`config.mk`:
```
export PLATFORM = sky130hd
export DESIGN_NAME = sterownik_rejestru_flat
export DESIGN_NICKNAME = d
export VERILOG_FILES = /design/src/rtl/sterownik_rejestru_pkg.sv /design/src/rtl/sterownik_rejestru_if.sv /design/src/rtl/sterownik_rejestru.sv /design/src/flat_wrapper.sv
export SDC_FILE = /design/constraint.sdc
export NUM_CORES = 1
export LEC_CHECK = 0
export ABC_AREA = 0
export CORE_MARGIN = 1
export CORE_UTILIZATION = 45
export DETAILED_ROUTE_END_ITERATION = 16
export PLACE_DENSITY = 0.81
export REMOVE_ABC_BUFFERS = 1
export SLEW_MARGIN = 20
export SYNTH_ARGS = -nofsm -noshare
export SYNTH_HDL_FRONTEND = slang
export SYNTH_SLANG_ARGS = --single-unit
export TNS_END_PERCENT = 50
```
`constraint.sdc`:
```
create_clock -name clk -period 1.9 [get_ports clk]
set_input_delay 0.285 -clock clk [delete_from_list [all_inputs] [get_ports clk]]
set_output_delay 0.285 -clock clk [all_outputs]
set_load 0.02 [all_outputs]
```
`src/rtl/sterownik_rejestru_pkg.sv`:
```
// Shared types and encodings for the shift-register command sequencer.
package sterownik_pkg;

  // Host command opcodes
  typedef enum logic [1:0] {
    OP_LOAD = 2'b00,
    OP_SHR  = 2'b01,
    OP_SHL  = 2'b10,
    OP_CLR  = 2'b11
  } op_e;

  // Sequencer FSM state encoding
  typedef enum logic [2:0] {
    ST_IDLE  = 3'd0,
    ST_LOAD  = 3'd1,
    ST_SHIFT = 3'd2,
    ST_CLEAR = 3'd3,
    ST_FIN   = 3'd4
  } state_e;

  // S1/S0 mode encodings of the shift register
  localparam logic [1:0] MODE_HOLD = 2'b00;
  localparam logic [1:0] MODE_SHR  = 2'b01;
  localparam logic [1:0] MODE_SHL  = 2'b10;
  localparam logic [1:0] MODE_LOAD = 2'b11;

  // Shift direction mode for a shift opcode
  function automatic logic [1:0] shift_mode(op_e op);
    return (op == OP_SHL) ? MODE_SHL : MODE_SHR;
  endfunction

endpackage

```
`src/rtl/sterownik_rejestru_if.sv`:
```
// Host-side command/status bus of the shift-register sequencer.
interface sterownik_rejestru_if #(
  parameter int CNT_W = 3
);
  logic             cmd_valid;
  logic             cmd_ready;
  logic [1:0]       cmd_op;
  logic [CNT_W-1:0] cmd_cnt;
  logic [3:0]       cmd_data;
  logic             abort;
  logic             busy;
  logic             done;
  logic             aborted;
  logic [3:0]       result;

  // Host issues commands and observes status
  modport master (
    output cmd_valid, cmd_op, cmd_cnt, cmd_data, abort,
    input  cmd_ready, busy, done, aborted, result
  );

  // Sequencer accepts commands and reports status
  modport slave (
    input  cmd_valid, cmd_op, cmd_cnt, cmd_data, abort,
    output cmd_ready, busy, done, aborted, result
  );
endinterface

```
`src/rtl/sterownik_rejestru.sv`:
```
// Command sequencer for the 4-bit shift register: takes one host command,
// drives S1/S0/I/SR_CLR cycle by cycle, captures Q and pulses DONE.
module sterownik_rejestru
  import sterownik_pkg::*;
#(
  parameter int CNT_W = 3
)(
  input  logic                 clk,
  input  logic                 rst_n,
  sterownik_rejestru_if.slave  host,
  output logic                 s1,
  output logic                 s0,
  output logic [3:0]           i,
  output logic                 sr_clr,
  input  logic [3:0]           q_in
);

  localparam logic [2:0] S_IDLE  = ST_IDLE;
  localparam logic [2:0] S_LOAD  = ST_LOAD;
  localparam logic [2:0] S_SHIFT = ST_SHIFT;
  localparam logic [2:0] S_CLEAR = ST_CLEAR;
  localparam logic [2:0] S_FIN   = ST_FIN;

  logic [2:0]       state;
  logic [CNT_W-1:0] cnt;
  op_e              op_q;
  logic [3:0]       data_q;
  logic             abort_flag;
  logic             accept;
  logic             active;
  logic             abort_now;
  logic [1:0]       mode;
  logic             done_q;
  logic             aborted_q;
  logic [3:0]       result_q;

  assign host.cmd_ready = rst_n && (state == S_IDLE);
  assign accept         = host.cmd_valid && host.cmd_ready;
  assign active         = (state == S_LOAD) || (state == S_SHIFT) || (state == S_CLEAR);
  // ABORT only matters while the register is being worked on
  assign abort_now      = active && host.abort;
  assign host.busy      = (state != S_IDLE);
  assign host.done      = done_q;
  assign host.aborted   = aborted_q;
  assign host.result    = result_q;

  // Command latch and state sequencing
  always_ff @(posedge clk or negedge rst_n) begin
    if (!rst_n) begin
      state      <= S_IDLE;
      cnt        <= '0;
      op_q       <= OP_LOAD;
      data_q     <= '0;
      abort_flag <= 1'b0;
    end else begin
      case (state)
        S_IDLE: begin
          abort_flag <= 1'b0;
          if (accept) begin
            op_q   <= op_e'(host.cmd_op);
            data_q <= host.cmd_data;
            cnt    <= host.cmd_cnt;
            case (op_e'(host.cmd_op))
              OP_LOAD: state <= S_LOAD;
              OP_CLR:  state <= S_CLEAR;
              // zero-count shift completes without touching the register
              default: state <= (host.cmd_cnt == '0) ? S_FIN : S_SHIFT;
            endcase
          end
        end
        S_LOAD, S_CLEAR: begin
          if (abort_now) abort_flag <= 1'b1;
          state <= S_FIN;
        end
        S_SHIFT: begin
          // abort beats the last-shift exit; shifts done so far are kept
          if (abort_now) begin
            abort_flag <= 1'b1;
            state      <= S_FIN;
          end else begin
            cnt <= cnt - CNT_W'(1);
            if (cnt == CNT_W'(1)) state <= S_FIN;
          end
        end
        S_FIN:   state <= S_IDLE;
        default: state <= S_IDLE;
      endcase
    end
  end

  // Completion status: DONE lands in the first IDLE cycle with RESULT
  always_ff @(posedge clk or negedge rst_n) begin
    if (!rst_n) begin
      done_q    <= 1'b0;
      aborted_q <= 1'b0;
      result_q  <= '0;
    end else begin
      done_q <= (state == S_FIN);
      if (state == S_FIN) begin
        result_q  <= q_in;
        aborted_q <= abort_flag;
      end
    end
  end

  // Register drive decoded from state; reset holds the register in clear
  always_comb begin
    mode   = MODE_HOLD;
    i      = '0;
    sr_clr = ~rst_n;
    if (rst_n && !abort_now) begin
      case (state)
        S_LOAD: begin
          mode = MODE_LOAD;
          i    = data_q;
        end
        S_SHIFT: mode   = shift_mode(op_q);
        S_CLEAR: sr_clr = 1'b1;
        default: ;
      endcase
    end
  end

  assign {s1, s0} = mode;

endmodule

```
`src/flat_wrapper.sv`:
```
// flat-port wrapper written by rule: the top's interface ports become plain ports
module sterownik_rejestru_flat import sterownik_pkg::*;
#(
  parameter int CNT_W = 3
)
  (clk, rst_n, s1, s0, i, sr_clr, q_in, host_cmd_valid, host_cmd_op, host_cmd_cnt, host_cmd_data, host_abort, host_cmd_ready, host_busy, host_done, host_aborted, host_result);
  sterownik_rejestru_if #(.CNT_W(CNT_W)) host_i ();
  input  logic clk;
  input  logic rst_n;
  output logic s1;
  output logic s0;
  output logic [3:0] i;
  output logic sr_clr;
  input  logic [3:0] q_in;
  input wire logic [$bits(host_i.cmd_valid)-1:0] host_cmd_valid;
  input wire logic [$bits(host_i.cmd_op)-1:0] host_cmd_op;
  input wire logic [$bits(host_i.cmd_cnt)-1:0] host_cmd_cnt;
  input wire logic [$bits(host_i.cmd_data)-1:0] host_cmd_data;
  input wire logic [$bits(host_i.abort)-1:0] host_abort;
  output wire logic [$bits(host_i.cmd_ready)-1:0] host_cmd_ready;
  output wire logic [$bits(host_i.busy)-1:0] host_busy;
  output wire logic [$bits(host_i.done)-1:0] host_done;
  output wire logic [$bits(host_i.aborted)-1:0] host_aborted;
  output wire logic [$bits(host_i.result)-1:0] host_result;
  assign host_i.cmd_valid = host_cmd_valid;
  assign host_i.cmd_op = host_cmd_op;
  assign host_i.cmd_cnt = host_cmd_cnt;
  assign host_i.cmd_data = host_cmd_data;
  assign host_i.abort = host_abort;
  assign host_cmd_ready = host_i.cmd_ready;
  assign host_busy = host_i.busy;
  assign host_done = host_i.done;
  assign host_aborted = host_i.aborted;
  assign host_result = host_i.result;
  sterownik_rejestru #(.CNT_W(CNT_W)) u_core (.clk(clk), .rst_n(rst_n), .host(host_i), .s1(s1), .s0(s0), .i(i), .sr_clr(sr_clr), .q_in(q_in));
endmodule
```
# Yosys cells after proc, flatten, opt, wreduce, memory -nomap -nowiden
# Cells that the tools add are included.
[op_classes] addsub=1 eq_ne=11 n_mux=18 n_bitwise=1 reduce_logical=19
[ops] op="$mux 3" count=6
[ops] op="$pmux 3 s2" count=2
[ops] op="$pmux 3 s3" count=1
[ops] op="$mux 4" count=2
[ops] op="$eq 3x1->1 const B" count=2
[ops] op="$eq 3x2->1 const B" count=2
[ops] op="$logic_not 3->1" count=2
[ops] op="$reduce_and 2->1" count=3
[ops] op="$eq 2x2->1 const B" count=2
[ops] op="$logic_and 1x1->1" count=4
[ops] op="$mux 2" count=2
[ops] op="$ne 2x1->1 const B" count=2
[ops] op="$pmux 2 s2" count=1
[ops] op="$reduce_bool 2->1" count=2
[ops] op="$eq 3x3->1 const B" count=1
[ops] op="$mux 1" count=3
[ops] op="$ne 3x2->1 const B" count=1
[ops] op="$reduce_and 3->1" count=1
[ops] op="$reduce_bool 3->1" count=1
[ops] op="$reduce_or 3->1" count=1
[ops] op="$sub 3x1->3 const B" count=1
[ops] op="$logic_not 2->1" count=1
[ops] op="$logic_or 1x1->1" count=2
[ops] op="$ne 2x2->1 const B" count=1
[ops] op="other kinds (4)" count=4
[totals] reg_bits=19 inputBits=17 out_inout_bits=15

# Depth between registers and ports, before layout
[depth] word_depth=7 depth_mapped=5

# Least setup slack after synthesis
# OpenSTA, ideal clock, no wires.
[synth_timing] path_type="reg-to-output" from="register u_core.state[0]" to="output port s1" arrival_ps=1326 setup_slack_ps=289 path_stages_with_launch=5 cell_sequence="dfrtp_1 > buf_6 > nand2b_1 > or3_1 > a21oi_1"
[synth_via] elab_chain_len=7
[synth_lines] item="start, declared" line="sterownik_rejestru.sv:24" source="logic [2:0] state;"
[synth_lines] item="start signal, assigned" line="sterownik_rejestru.sv:67" source="default: state <= (host.cmd_cnt == '0) ? S_FIN : S_SHIFT;"
[synth_lines] item="$eq 3x1->1 / $eq 3x2->1 (equally long branches)" line="sterownik_rejestru.sv:39, sterownik_rejestru.sv:112"
[synth_lines] item="$logic_or 1x1->1 (2 in a row)" line="sterownik_rejestru.sv:39" source="assign active = (state == S_LOAD) || (state == S_SHIFT) || (state == S_CLEAR);"
[synth_lines] item="$logic_and 1x1->1" line="sterownik_rejestru.sv:41" source="assign abort_now = active && host.abort;"
[synth_lines] item="$logic_not 1->1" line="sterownik_rejestru.sv:111" source="if (rst_n && !abort_now) begin"
[synth_lines] item="$logic_and 1x1->1" line="sterownik_rejestru.sv:111"
[synth_lines] item="$mux 2 (*)" line="sterownik_rejestru.sv:111"
[synth_lines] item="end, declared" line="flat_wrapper.sv:10" source="output logic s1;"
# Every way passes the cells marked *; elsewhere a longest branch is shown, timed or not.

# Worst setup path in the final report
[layout_timing] from="input port host_abort" to="output port i[2]"
[layout_via] elab_chain_len=4
[layout_lines] item="start, declared" line="flat_wrapper.sv:19" source="input wire logic [$bits(host_i.abort)-1:0] host_abort;"
[layout_lines] item="$logic_and 1x1->1" line="sterownik_rejestru.sv:41"
[layout_lines] item="$logic_not 1->1" line="sterownik_rejestru.sv:111"
[layout_lines] item="$logic_and 1x1->1" line="sterownik_rejestru.sv:111"
[layout_lines] item="$mux 4" line="sterownik_rejestru.sv:111"
[layout_lines] item="end, declared" line="flat_wrapper.sv:12" source="output logic [3:0] i;"
# No other way between the ends.

==> results.cfg <==
[status]
status = finished clean

[placed_design]
routabilityCongestion = 0.781
dp.cells = 153
dpl_cell_area_sq_um = 1390
port_buffers = 31
preCtsSetupSlack_ps = -480
dp_hpwl_microns = 1650

[floorplanning]
die_y_microns = 49.0
io_pins = 32
row_count = 16
dieArea_sq_um = 2400
core-area_sq_um = 2020
start_util_pct = 49.1
dieWidth_microns = 49.0

[synth]
ys_warn_count = 0
synth_cell_type_count = 36
yosysSeqAreaShare_pct = 47.9
syn_area_sq_um = 993
syn_avg_cell_area_sq_um = 11.3
ys_ff_latch = 19
syn_inst = 88

[drt]
drc = 0
antenna_left = 0
dr_total_vias = 822
drt-total-wl_microns = 2130
wire_per_inst_microns = 13.6
first_pass_iters = 4
via_per_inst = 5.24
drt_iter0_markers = 9

[layout]
area_delta_synth_final_pct = 42.6
final_common_cell = clkdlybuf4s50_1
post-route-cell-area_sq_um = 1420
nNetsFinal = 151
drive_above_1_share_pct = 26.9
n_antenna_cell = 0
final_cell_mix = clkdlybuf4s50_1 (21), dfrtp_1 (19), buf_4 (12)
stdcell_count = 157

[timing]
rsz0062_at_grt = false
period_share_pct = 97.0
slew_viol_final = 0
clock.fmax_mhz = 543
hold_viol_final = 0
tightest_slew_ps = 489
worst_slack_ps = 57.0
clock_skew_ps = 5.56
setup-violations-final = 0
min_period_ps = 1840
slew_headroom_pct = 67.2

[grt]
grt_pass1_vias = 836
grt.total_usage_pct = 19.7
antenna_found_initial = 0
grt_max_degree = 25
grt_overflow = 0
grt_pass1_wl_microns = 3650

[clock_network]
cts_sinks = 19
h-tree-depth = 1
cts_tree = yes
numCtsBuffers = 3
cts_root_buffer = clkbuf_4
clockBufferDepth = 2
path_clk_slew_ps = 110
clk_latency_ps = 290

[worst_setup_path]
slowest_stage = clkdlybuf4s50_1
critPathLaunchType = input port
critPathCaptureType = output pin
rrSetupSlack_ps = 150
reg2reg_depth = 7
criticalPathCategory = in -> out
cp.buffers_inverters = 2
cp_cell_sequence = clkdlybuf4s50_1 -> or3b_4 -> nor2_4 -> and2_1 -> buf_2
crit_family = simple AND/OR/NAND/NOR gates
max_stage_delay_ps = 440
rr_endpoint = u_core.data_q[1]$_DFFE_PN0P_
worstPathRequired_ps = 1620
timing.rr.start = u_core.state[1]$_DFFE_PN0P_
crit_arrival_ps = 1560
crit_fanout = 4

[pwr]
power.leakage_nw = 0.631
vdd_drop_max_uv = 865
p_per_area_nw_per_um2 = 1270
totalPowerFinal_w = 0.00180

[flow_run]
cap_viol_max_count = 0

[worst_hold_path]
min_path_type = in -> async
cells in the mapped netlist:
cell | number | area (sq um)
nand2b_1 | 3 | 18.8
nor2_1 | 5 | 18.8
or4b_1 | 1 | 10.0
o41ai_1 | 1 | 8.76
o2111ai_1 | 1 | 8.76
a221o_1 | 1 | 10.0
o21bai_1 | 1 | 7.51
nor3_1 | 1 | 5.00
or3_1 | 1 | 6.26
nor3b_2 | 1 | 12.5
nor2b_1 | 1 | 6.26
inv_1 | 5 | 18.8
inv_2 | 1 | 3.75
mux2_1 | 5 | 56.3
nor3_4 | 1 | 16.3
o31ai_1 | 2 | 15.0
nor3_2 | 1 | 10.0
nand3b_1 | 2 | 15.0
buf_2 | 3 | 15.0
buf_6 | 1 | 11.3
nand3_1 | 1 | 5.00
ha_1 | 3 | 37.5
a21o_1 | 1 | 7.51
nand2_1 | 2 | 7.51
nor2_4 | 1 | 11.3
dfrtp_1 | 19 | 475
or3b_1 | 1 | 8.76
o32ai_1 | 1 | 8.76
a211o_1 | 1 | 8.76
mux2_2 | 5 | 56.3
and2_1 | 6 | 37.5
nor3b_1 | 1 | 7.51
o221ai_1 | 2 | 17.5
o21ai_0 | 1 | 5.00
a21oi_1 | 4 | 20.0
o21ai_1 | 1 | 5.00
metal layers:
| metal | wire length, microns | GRT usage [%] | up-vias | part of all wire (%) |
|---|---|---|---|---|
| met1 | 957 | 25.1 | 400 | 45 |
| met4 | 22 | 5.88 | 0 | 1.0 |
| met3 | 78 | 1.87 | 2 | 3.7 |
| li1 | - | - | 402 | - |
| met5 | 0 | 0 | - | 0 |
| met2 | 1070 | 35.4 | 18 | 50 |
how the worst max path moves through the flow:
stage	from	endpoint	depth (start not counted)
6_report	host_abort	i[2]	5
5_1_grt	u_core.state[1]$_DFFE_PN0P_	host_busy	5
4_1_cts	host_abort	i[2]	5
3_5_place_dp	rst_n	i[2]	5
3_3_place_gp	rst_n	i[0]	5
2_1_floorplan	u_core.state[0]$_DFFE_PN0P_	s1	3
logic make-up after synthesis:
family	count (synthesis)	share of synthesized area (%)
multiplexers	10	11.3
AO/OA/AOI/OAI	17	12.3
buffers and inverters	10	4.91
adder cells (fa/ha/maj)	3	3.78
flip-flops	19	47.9
AND/OR/NAND/NOR	29	19.8
final cells by class:
type | instances | area [sq um]
Inverter | 6 | 22.5
Tap cell | 27 | 33.8
Clock buffer | 3 | 22.5
Multi-Input combinational cell | 59 | 487
Fill cell | 150 | 606
Clock inverter | 1 | 5.00
Sequential cell | 19 | 475
Timing Repair Buffer | 42 | 370
where the power goes:
| group | total [W] | switching (W) | leakage [nW] | internal, W |
|---|---|---|---|---|
| clock network | 0.000197 | 0.000119 | 0.0177 | 0.0000781 |
| logic | 0.000938 | 0.000465 | 0.379 | 0.000473 |
| registers | 0.000664 | 0.0000828 | 0.234 | 0.000581 |
timing repair:
action	in CTS	in global routing
endpoints found under the setup margin	9	6
setup buffers	0	0
hold buffers	0	0
resized for setup	32	5
registers in the layout (all words and copies together) (netlist names):
name                 cells
u_core.data_q            4
u_core.host.result       4
u_core.cnt               3
u_core.state             3
u_core.op_q              2
u_core.abort_flag        1
u_core.host.aborted      1
u_core.host.done         1
through the flow:
step           TNS (ps)  util (%)  hold WS (ps)
2_1_floorplan         0         -         -10.6
3_3_place_gp      -2680      68.9           463
3_5_place_dp      -3350      68.9           469
4_1_cts               0      69.2          97.4
5_1_grt               0      70.0           115
6_report              0      70.0           112
Note: power is estimated with default switching activity, not from simulation.
==> edit, RTL diff (same settings) <==
`CNT_W` is set to 3 in 3 places; all go to 6.
--- a/src/rtl/sterownik_rejestru_if.sv
+++ b/src/rtl/sterownik_rejestru_if.sv
@@ -1,5 +1,5 @@
 // Host-side command/status bus of the shift-register sequencer.
 interface sterownik_rejestru_if #(
-  parameter int CNT_W = 3
+  parameter int CNT_W = 6
 );
   logic             cmd_valid;
--- a/src/rtl/sterownik_rejestru.sv
+++ b/src/rtl/sterownik_rejestru.sv
@@ -4,5 +4,5 @@
   import sterownik_pkg::*;
 #(
-  parameter int CNT_W = 3
+  parameter int CNT_W = 6
 )(
   input  logic                 clk,
--- a/src/flat_wrapper.sv
+++ b/src/flat_wrapper.sv
@@ -2,5 +2,5 @@
 module sterownik_rejestru_flat import sterownik_pkg::*;
 #(
-  parameter int CNT_W = 3
+  parameter int CNT_W = 6
 )
   (clk, rst_n, s1, s0, i, sr_clr, q_in, host_cmd_valid, host_cmd_op, host_cmd_cnt, host_cmd_data, host_abort, host_cmd_ready, host_busy, host_done, host_aborted, host_result);
Interface: changed (resized host_cmd_cnt); port bits go from 32 to 35. No check against the original RTL was run, so the function may have changed too.
==> edit against the unedited design <==
  * Die area increased by 18%
  * Worst setup slack improved by 27 ps
  * Largest power group unchanged
  * Via count increased by 37%
  * Sequential cell count increased by 3
  * Routed wire length increased by 44%
  * Combinational power increased by 11%
  * Final area increased by 17%
  * Critical path depth unchanged
  * Sequential share of layout area decreased by 0.46 points
  * Total power increased by 17%
  * Count of clock-buffer cells in the layout increased by 1
  * Non-clock buffer count increased by 8
  * Synthesized area increased by 18%
==> edit: results (changes against the unedited design) <==
[run_status]
outcome=complete, no violations

[power]
leakage_nw=0.784  ; +24%
ir_drop_v=0.000866  ; about the same

[finish]
layout.comb_gates.multi_input=91  ; +54%
multi_input_area_share_pct=35.6  ; +1.2 points
fin_area_mm2=0.00166  ; +17%
nClkBuffers=4  ; +1
fillCellCount=195  ; +30%
antenna_cells=0  ; unchanged
layout.nonclk_buf_share_pct=25.7  ; -0.41 points
clkCellAreaFrac_pct=2.18  ; +0.24 points
inverters_excl_clock=5  ; -1
signal_buffers=50  ; +19%
seq_share_pct=33.1  ; -0.46 points
layout.cells.non_filler=202  ; +29%
drive_gt1_share_pct=23.8  ; -3.1 points

[detailed_routing]
routed_via_density=5.59  ; +6.8%
routedWlPerCell_um=15.1  ; +12%
first_iter_violations=36  ; +27

[placed_design]
dp_hpwl_mm=2.38  ; +44%
pre_cts_ws_ps=-348  ; +133 ps
io_buffers=34  ; +9.7%
post_dp_cell_area_mm2=0.00164  ; +18%
place_congestion=0.874  ; +12%

[yosys]
synthCells=123  ; +40%
synth_cell_type_count=37  ; +2.8%
ys_top_cells_by_area=dfrtp_1 (47%), nand2_1 (7.7%), mux2_2 (4.8%), ha_1 (3.2%), a21oi_1 (2.6%)
avgSynthCellArea_um2=9.56  ; -15%
ys_seq_area_share_pct=46.8  ; -1.1 points
synth_common_cells=nand2_1 (24), dfrtp_1 (22), nor2_1 (7)

[sta]
tightest_slew_ps=477  ; -12.1 ps
skew_ps=8.25  ; +2.69 ps

[cts]
clk_pin_slew_ps=130  ; +20 ps

[worst_setup_path]
crit_path_max_incr_delay_ps=430
crit_slowest_cell=dfrtp_1
cp_data_arrival_time_ps=1530  ; -30 ps

[global_routing]
grt_first_pass_wirelength_mm=4.84  ; +33%
grtUsageTotal_pct=24.1  ; +4.3 points
grt_max_degree=14  ; -44%
first_global_vias=1065  ; +27%

## edit: changes by cell type after synthesis, moves of 4 or more
cell	before	now
o21ai_0	1	5
nor3_1	1	5
mux2_1	5	0
a31oi_1	0	4
nand2_1	2	24
## edit: metrics by stage
step,TNS (ps),hold WS [ps]
final,0,314
after global routing,0,321
after CTS,0,304
after detailed placement,-2450,461
after global placement,-2290,455
after floorplan,0,-10.6
## edit: worst paths after layout
path,start,endpoint,slack [ps],cells past startpoint
max in group asynchronous,rst_n,u_core.host.result[1]$_DFFE_PN0P_,1170,3
setup reg to reg,u_core.state[0]$_DFFE_PN0P_,u_core.cnt[5]$_DFFE_PN0P_,120,5
min in group clk,u_core.data_q[2]$_DFFE_PN0P_,u_core.data_q[2]$_DFFE_PN0P_,490,2
hold / removal,rst_n,u_core.op_q[1]$_DFFE_PN0P_,310,2
hold reg to reg,u_core.data_q[2]$_DFFE_PN0P_,u_core.data_q[2]$_DFFE_PN0P_,490,2
setup / recovery,u_core.state[1]$_DFFE_PN0P_,i[0],80,5
## edit: per-layer routing
metal | vias to the layer above | track usage (%) | part of all wire, %
li1 | 537 | - | -
met1 | 555 | 29.4 | 41
met2 | 36 | 43.9 | 53
met3 | 2 | 2.87 | 5.5
met4 | 0 | 6.58 | 0.46
met5 | - | 0 | 0
## edit: power by group
part / total [mW] / internal [mW] / switching, mW
combinational: 1.04 / 0.495 / 0.548
clock: 0.257 / 0.117 / 0.140
sequential: 0.808 / 0.671 / 0.137
## edit: timing repair
action,CTS,global route
buffers inserted,0,0
setup endpoints to repair,9,8
resized for setup,25,12
## edit: cells by family after synthesis
logic type | share of synthesized area [%]
simple gates | 26.4
compound gates | 14.7
flops | 46.8
buf+inv | 4.15
mux | 4.79
fa+ha+maj | 3.19
